==> src/rtl/uart_tx.sv <==
// UART transmit serializer: start bit, DATA_WIDTH data bits LSB first,
// optional parity, stop bit; one bit per CLK cycle, all outputs registered.
module uart_tx #(
    parameter int DATA_WIDTH = 8
) (
    input  logic                  CLK,
    input  logic                  RST,
    input  logic [DATA_WIDTH-1:0] P_DATA,
    input  logic                  DATA_VALID,
    input  logic                  PAR_EN,
    input  logic                  PAR_TYP,
    output logic                  TX_OUT,
    output logic                  Busy
);

    localparam int CW = $clog2(DATA_WIDTH);
    localparam logic [CW-1:0] LAST_BIT = CW'(DATA_WIDTH - 1);

    typedef enum logic [2:0] {
        IDLE,
        START,
        DATA,
        PARITY,
        STOP
    } state_t;

    state_t                  state, state_next;
    logic [CW-1:0]           cnt, cnt_next;
    logic [DATA_WIDTH-1:0]   data_q, data_next;
    logic                    par_en_q, par_en_next;
    logic                    par_bit_q, par_bit_next;
    logic                    tx_q, tx_next;
    logic                    busy_q, busy_next;

    always_ff @(posedge CLK or negedge RST) begin
        if (!RST) begin
            state     <= IDLE;
            cnt       <= '0;
            data_q    <= '0;
            par_en_q  <= 1'b0;
            par_bit_q <= 1'b0;
            tx_q      <= 1'b1;
            busy_q    <= 1'b0;
        end else begin
            state     <= state_next;
            cnt       <= cnt_next;
            data_q    <= data_next;
            par_en_q  <= par_en_next;
            par_bit_q <= par_bit_next;
            tx_q      <= tx_next;
            busy_q    <= busy_next;
        end
    end

    // State names the bit currently on the line; the next-state logic
    // computes the level that the coming edge will register onto TX_OUT.
    always_comb begin
        state_next   = state;
        cnt_next     = cnt;
        data_next    = data_q;
        par_en_next  = par_en_q;
        par_bit_next = par_bit_q;
        tx_next      = tx_q;
        busy_next    = busy_q;

        unique case (state)
            IDLE: begin
                tx_next   = 1'b1;
                busy_next = 1'b0;
                cnt_next  = '0;
                if (DATA_VALID) begin
                    data_next    = P_DATA;
                    par_en_next  = PAR_EN;
                    par_bit_next = PAR_TYP ? ~^P_DATA : ^P_DATA;
                    state_next   = START;
                    tx_next      = 1'b0;
                    busy_next    = 1'b1;
                end
            end
            START: begin
                state_next = DATA;
                cnt_next   = '0;
                tx_next    = data_q[0];
            end
            DATA: begin
                if (cnt == LAST_BIT) begin
                    cnt_next = '0;
                    if (par_en_q) begin
                        state_next = PARITY;
                        tx_next    = par_bit_q;
                    end else begin
                        state_next = STOP;
                        tx_next    = 1'b1;
                    end
                end else begin
                    cnt_next = cnt + 1'b1;
                    tx_next  = data_q[cnt + 1'b1];
                end
            end
            PARITY: begin
                state_next = STOP;
                tx_next    = 1'b1;
            end
            STOP: begin
                state_next = IDLE;
                tx_next    = 1'b1;
                busy_next  = 1'b0;
            end
            default: begin
                state_next = IDLE;
                tx_next    = 1'b1;
                busy_next  = 1'b0;
            end
        endcase
    end

    assign TX_OUT = tx_q;
    assign Busy   = busy_q;

endmodule
==> config.mk <==
export PLATFORM = sky130hd
export DESIGN_NAME = uart_tx
export DESIGN_NICKNAME = d
export VERILOG_FILES = /design/src/rtl/uart_tx.sv
export SDC_FILE = /design/constraint.sdc
export NUM_CORES = 1
export LEC_CHECK = 0
export CAP_MARGIN = 10
export CORE_MARGIN = 2
export CORE_UTILIZATION = 45
export CTS_CLUSTER_DIAMETER = 30
export DETAILED_ROUTE_END_ITERATION = 8
export PLACE_DENSITY = 0.77
export SLEW_MARGIN = 0
export SYNTH_ARGS = -nofsm -noshare
export SYNTH_HDL_FRONTEND = slang
export SYNTH_SLANG_ARGS = --single-unit
==> constraint.sdc <==
create_clock -name CLK -period 1.85 [get_ports CLK]
set_input_delay 0.2775 -clock CLK [delete_from_list [all_inputs] [get_ports CLK]]
set_output_delay 0.2775 -clock CLK [all_outputs]
set_load 0.1 [all_outputs]
==> impl_results.md, run 1 <==
- PortBufs: 14
- Critical R2R Launch: cnt[1]
- Leak: 0.000498 µW
- Most frequent cell after synthesis: dfrtp_1
- Initial antenna violation count: 0
- Yosys cell types: 30
- Clk root buf: clkbuf_4
- WP data required: 2060 ps
- H-Tree Level Count: 1
- Share of cells above drive strength 1: 17.0%
- Post-DR vias/cell: 5.21
- Top-Level Pins: 15
- Post-Synth Simple-Gate Area: 7.86%
- Clock latency on the worst-skew pair: 280 ps
- Sequential area share after synthesis: 48.1%
- Slew Viols, Final: 0
- CTS tree: yes
- Top cells by area, synth: dfrtp_1 (45%), mux2_1 (11%), xnor2_1 (4.7%)
- Drt pass-1 iters: 4
- Routability cong.: 0.812
- Synthesized-area fraction occupied by adder cells: 2.66%
- FMAX: 586 MHz
- CTS clk-pin slew, worst paths: 100 ps
- Post-synth top cells: dfrtp_1 (17), mux2_1 (9), nor2_1 (5), xnor2_1 (5)
- Status: completed
- Setup violators final: 0
- First-pass GRT wire length: 2900 µm
- Power Density: 1620 nW/µm²
- Ys Warns: 0
- Clk buf depth: 2
- Antenna diodes: 0
- Post-synthesis mux area share: 17.6%
- WS Path Type: reg -> reg
- Max-Cap Viols: 0
- Core Box Area: 1960 µm²
- RSZ-0062 raised after global routing: false
- Yosys top cell by area: dfrtp_1
- Hold Crit Class: in -> async
- Arr. time, crit path: 1910 ps
- Max incr delay on CP: 480 ps
- Crit-path max FO: 3
- Largest net degree at the start of global routing: 13
- Hold_ws: 336 ps
- #FFs+latches synth: 18
- Synth async-reset ratio: 100%
- Worst-Margin Slew: 539 ps
- Cell Count, Final, Fillers Out: 121
- Wirelength, routed: 1600 µm
- Setup Fix Bufs, Post-CTS: 0
- Reg2Reg Setup Slack: 140 ps
- Skew final: 6.53 ps
- Number of flops mapped to enable cells by yosys: 0
- Gate count of the mapped netlist: 76
- Num CTS Buffers: 3
- Drt initial violations: 5
- Cell count after placement: 117
- CTS Hold Bufs: 0
- Die extent in x: 49.7 µm
- Fin. Hold Viols: 0
- Syn Nets: 91
- Die Ht: 49.7 µm
- Synth Cell Area: 940 µm²
- Synth Area in Compound Gates: 12.9%
- CTS Sinks: 18
- Setup TNS: 0 ps
- Post-layout minimum cycle time: 1710 ps
- Crit end category: register
- Prevailing post-synth register cell: dfrtp_1
- Core Util, Final: 60.1%
- Routed WL per cell: 13.3 µm
- Mean Syn Cell Area: 12.4 µm²
- Critical-path top delay cell: mux4_2
- Main combinational cell family by area after synthesis: multiplexers
- Post-Synth XOR/XNOR Area: 7.99%
- Post-cts gate resize count: 0
- R2R depth: 5
- Slew headroom: 64.0%
- Crit Reg-Reg Endpoint: TX_OUT
- Vias in the first global route: 670
- Post-DRT Antenna Nets: 0
- Gr usage total: 15.5%
- Synth top area share: 45.3%
- Nets: 110
- Part of the cycle the worst path needs: 92.2%
- Full die area: 2470 µm²
- Row cnt: 16
- Drc violations: 0
- Peak supply drop: 0.923 mV
- Crit path cell chain: ha_4 > mux4_2 > nor2b_4 > a211oi_2 > o21ai_1
- DR vias: 631
- Startpoint types: register
- Overflow after GRT: 0
- Initial Util: 47.9%
- P&R area growth vs syn: 25.6%
power breakdown:
part / total (µW) / switching, µW / internal [µW]
clock: 233 / 114 / 120
combinational: 950 / 452 / 498
sequential: 727 / 145 / 582
cells by family (layout without fill, tap and decap cells):
family	Yosys count	count (layout)
buffers and inverters	6	24
adder cells (fa/ha/maj)	2	2
XOR/XNOR	7	7
multiplexers	12	12
AO/OA/AOI/OAI	17	17
flip-flops	18	18
AND/OR/NAND/NOR	14	14
per-layer routing:
| metal | vias to the layer above | wire (µm) | part of all wire, % | GRT usage, % |
|---|---|---|---|---|
| li1 | 312 | - | - | - |
| met1 | 309 | 727 | 45 | 19.5 |
| met2 | 8 | 828 | 52 | 27.3 |
| met3 | 2 | 31 | 1.9 | 1.82 |
| met4 | 0 | 17 | 1.1 | 5.56 |
| met5 | - | 0 | 0 | 0 |
cell type report:
type                    instances  area, µm²
clock buffers                   4       36.3
flip-flops and latches         18        452
well taps                      27       33.8
repair buffers                 18        178
fillers                       174        782
multi-input cells              52        473
inverters                       2       7.51
per-stage QoR:
step,setup slack [ps],area (µm²),total power [µW]
floorplan,83.9,940,1420
global placement,48.2,1130,1640
detailed placement,9.61,1130,1670
CTS,83.5,1170,1910
global route,35.8,1180,2060
finish,145,1180,1910
critical path, delay by kind of cell, from the launching register on:
family / cells / cell delay (ps)
multiplexers: 1 / 480
adder cells (fa/ha/maj): 1 / 300
flip-flops: 1 / 440
AND/OR/NAND/NOR: 1 / 140
AO/OA/AOI/OAI: 2 / 270
cells in the final DEF (no fill, tap or decap), types with 2 or more instances in the layout:
cell type / Yosys / final
a21oi_1: 2 / 2
a22o_1: 4 / 4
buf_4: 1 / 5
clkbuf_4: 0 / 3
clkdlybuf4s50_1: 0 / 12
dfrtp_1: 17 / 17
inv_1: 2 / 2
mux2_1: 9 / 9
nand2_1: 3 / 3
nand2b_1: 2 / 2
nor2_1: 5 / 5
o21ai_0: 2 / 2
o21ai_1: 4 / 4
xnor2_1: 5 / 5
sequential cells by signal, indices dropped and copies added, names as in the netlist:
| register | count |
|---|---|
| Busy | 1 |
| TX_OUT | 1 |
| par_en_q | 1 |
| par_bit_q | 1 |
| state | 3 |
| cnt | 3 |
| data_q | 8 |
how the worst max path moves through the flow:
stage,from,endpoint,slack (ps)
4_1_cts,cnt[1],TX_OUT,80
3_3_place_gp,P_DATA[6],par_bit_q,50
5_1_grt,cnt[1],TX_OUT,40
2_1_floorplan,cnt[0],TX_OUT,80
3_5_place_dp,P_DATA[5],par_bit_q,10
6_report,cnt[1],TX_OUT,140
Power figures use the tool's default switching activity.
==> run 2, diff against run 1 <==
--- a/config.mk
+++ b/config.mk
@@ -15,3 +15,4 @@
 export SYNTH_ARGS = -nofsm -noshare
 export SYNTH_HDL_FRONTEND = slang
 export SYNTH_SLANG_ARGS = --single-unit
+export TNS_END_PERCENT = 10
==> results of run 2 <==
Final layout, timing and power as in run 1 (identical DEF).
==> run 3, diff against run 2 <==
--- a/config.mk
+++ b/config.mk
@@ -7,10 +7,11 @@
 export LEC_CHECK = 0
 export CAP_MARGIN = 10
 export CORE_MARGIN = 2
-export CORE_UTILIZATION = 45
+export CORE_UTILIZATION = 46
 export CTS_CLUSTER_DIAMETER = 30
 export DETAILED_ROUTE_END_ITERATION = 8
-export PLACE_DENSITY = 0.77
+export GPL_TIMING_DRIVEN = 0
+export PLACE_DENSITY = 0.78
 export SLEW_MARGIN = 0
 export SYNTH_ARGS = -nofsm -noshare
 export SYNTH_HDL_FRONTEND = slang
==> run 3 against run 2 <==
Against the previous run: register-to-register slack worse by 90 ps; utilization rose by 0.17 points; via count rose by 1.1%; sequential power down 4.4%; maximum frequency shrank 5.0%; clock power rose by 3%; highest routed layer unchanged.
==> impl_results.md, run 3 (same netlist as run 1, synthesis figures left out) <==
- Power Density: 1600 nW/µm²
- DP HPWL: 1210 µm
- WS Path Type: reg -> reg
- Biggest regs: data_q x8, cnt x3, state x3
- Drt initial violations: 10
- Drc violations: 0
- Full die area: 2420 µm²
- Clk buf depth: 2
- Share of cells above drive strength 1: 15.8%
- Commonest non-fill, non-tap cells in the layout: dfrtp_1 (16), clkdlybuf4s50_1 (12), mux2_1 (9)
- FMAX: 557 MHz
- Num CTS Buffers: 3
- Arr. time, crit path: 2020 ps
- Crit Reg-Reg Endpoint: TX_OUT
- Clock latency on the worst-skew pair: 290 ps
- WP data required: 2070 ps
- Routability cong.: 0.722
- Startpoint types: register
- P&R area growth vs syn: 24.6%
- CTS Sinks: 18
- CTS tree: yes
- Die extent in x: 49.2 µm
- Setup violators final: 0
- Drt pass-1 iters: 3
- Peak supply drop: 0.880 mV
- Setup TNS: 0 ps
- Crit end category: register
- Largest net degree at the start of global routing: 19
- Clk root buf: clkbuf_4
- Fin. Hold Viols: 0
- Hold Crit Class: in -> async
- Slew Viols, Final: 0
- Skew final: 4.66 ps
- Post-DR vias/cell: 5.23
- Die Ht: 49.2 µm
- Wirelength, routed: 1580 µm
- Largest Register: data_q
- Max-Cap Viols: 0
- CTS Hold Bufs: 0
- R2R depth: 6
- First-pass GRT wire length: 2770 µm
- Flip-flop count of the largest register after layout: 8
- Reg2Reg Setup Slack: 60 ps
- DR vias: 638
- Antenna diodes: 0
- Critical R2R Launch: cnt[0]
- Nets: 111
- Vias in the first global route: 658
- H-Tree Level Count: 1
- Routed WL per cell: 13.0 µm
- Crit-path max FO: 6
- Top-Level Pins: 15
- Slew headroom: 36.7%
- Core Box Area: 1940 µm²
- Leak: 0.000491 µW
- Fillcell total: 162
- Row cnt: 16
- Initial antenna violation count: 0
- Core Util, Final: 60.3%
- Worst-Margin Slew: 953 ps
- Overflow after GRT: 0
- PortBufs: 14
- Status: completed
- CTS clk-pin slew, worst paths: 100 ps
- RSZ-0062 raised after global routing: false
- Post-layout minimum cycle time: 1790 ps
- Initial Util: 48.4%
- Part of the cycle the worst path needs: 97.0%
- Commonest non-fill, non-tap cell in the layout: dfrtp_1
- Post-DRT Antenna Nets: 0
- Gr usage total: 15.6%
## run 3: cell types whose count changed in the layout (fill, tap and decap cells not counted)
cell,delta
dlygate4sd2_1,+1
buf_4,-3
buf_12,-1
clkbuf_1,+2
clkdlybuf4s15_2,+1
buf_2,+1
dfrtp_1,-1
dfrtp_2,+1
## run 3: routing by layer
layer  vias up  GRT usage, %  share of wire, %
li1        316             -                 -
met1       307          16.6                43
met2        11          27.3                50
met4         0          5.24               1.5
met5         -             0                 0
met3         4          7.06               5.4
## run 3: stage by stage
| step | power (µW) | hold slack, ps | instance area [µm²] | worst slack [ps] | std cells |
|---|---|---|---|---|---|
| global placement | 1590 | 461 | 1110 | -35.1 | 117 |
| finish | 1880 | 430 | 1170 | 55.8 | 122 |
| floorplan | 1420 | -18.1 | 940 | 83.9 | 76 |
| global route | 2020 | 489 | 1170 | 2.69 | 122 |
| CTS | 1890 | 455 | 1160 | 45.9 | 121 |
| detailed placement | 1620 | 471 | 1110 | -37.5 | 117 |
## run 3: how the worst max path moves through the flow
stage | start | endpoint | slack, ps | depth (start not counted)
floorplan | cnt[0] | TX_OUT | 80 | 5
global placement | TX_OUT | TX_OUT | -40 | 1
detailed placement | cnt[0] | TX_OUT | -40 | 5
CTS | cnt[0] | TX_OUT | 50 | 6
global route | cnt[0] | TX_OUT | 3 | 6
finish | cnt[0] | TX_OUT | 60 | 6
## run 3: area by class of cell
type	instances	area (µm²)	share of cell area (%)
flip-flops and latches	18	453	38.7
repair buffers	15	148	12.6
multi-input cells	52	473	40.4
inverters	2	7.51	0.641
clock buffers	4	36.3	3.10
well taps	27	33.8	2.88
plain buffers	4	20.0	1.71
## run 3: repair_timing
action,in CTS,in global routing
gates cloned,0,0
resized for setup,6,0
setup buffers,0,1
endpoints found under the setup margin,3,1
## run 3: report_power, final
group          switching [µW]  internal [µW]
Clock                     119            120
Combinational             483            460
Sequential                112            583
## run 3: critical path, cell delays in order (launching register included)
cell and delay (ps):
dfrtp_2 470, ha_4 170, ha_1 320, mux4_2 320, nor2b_4 140, a211oi_2 190
o21ai_1 100
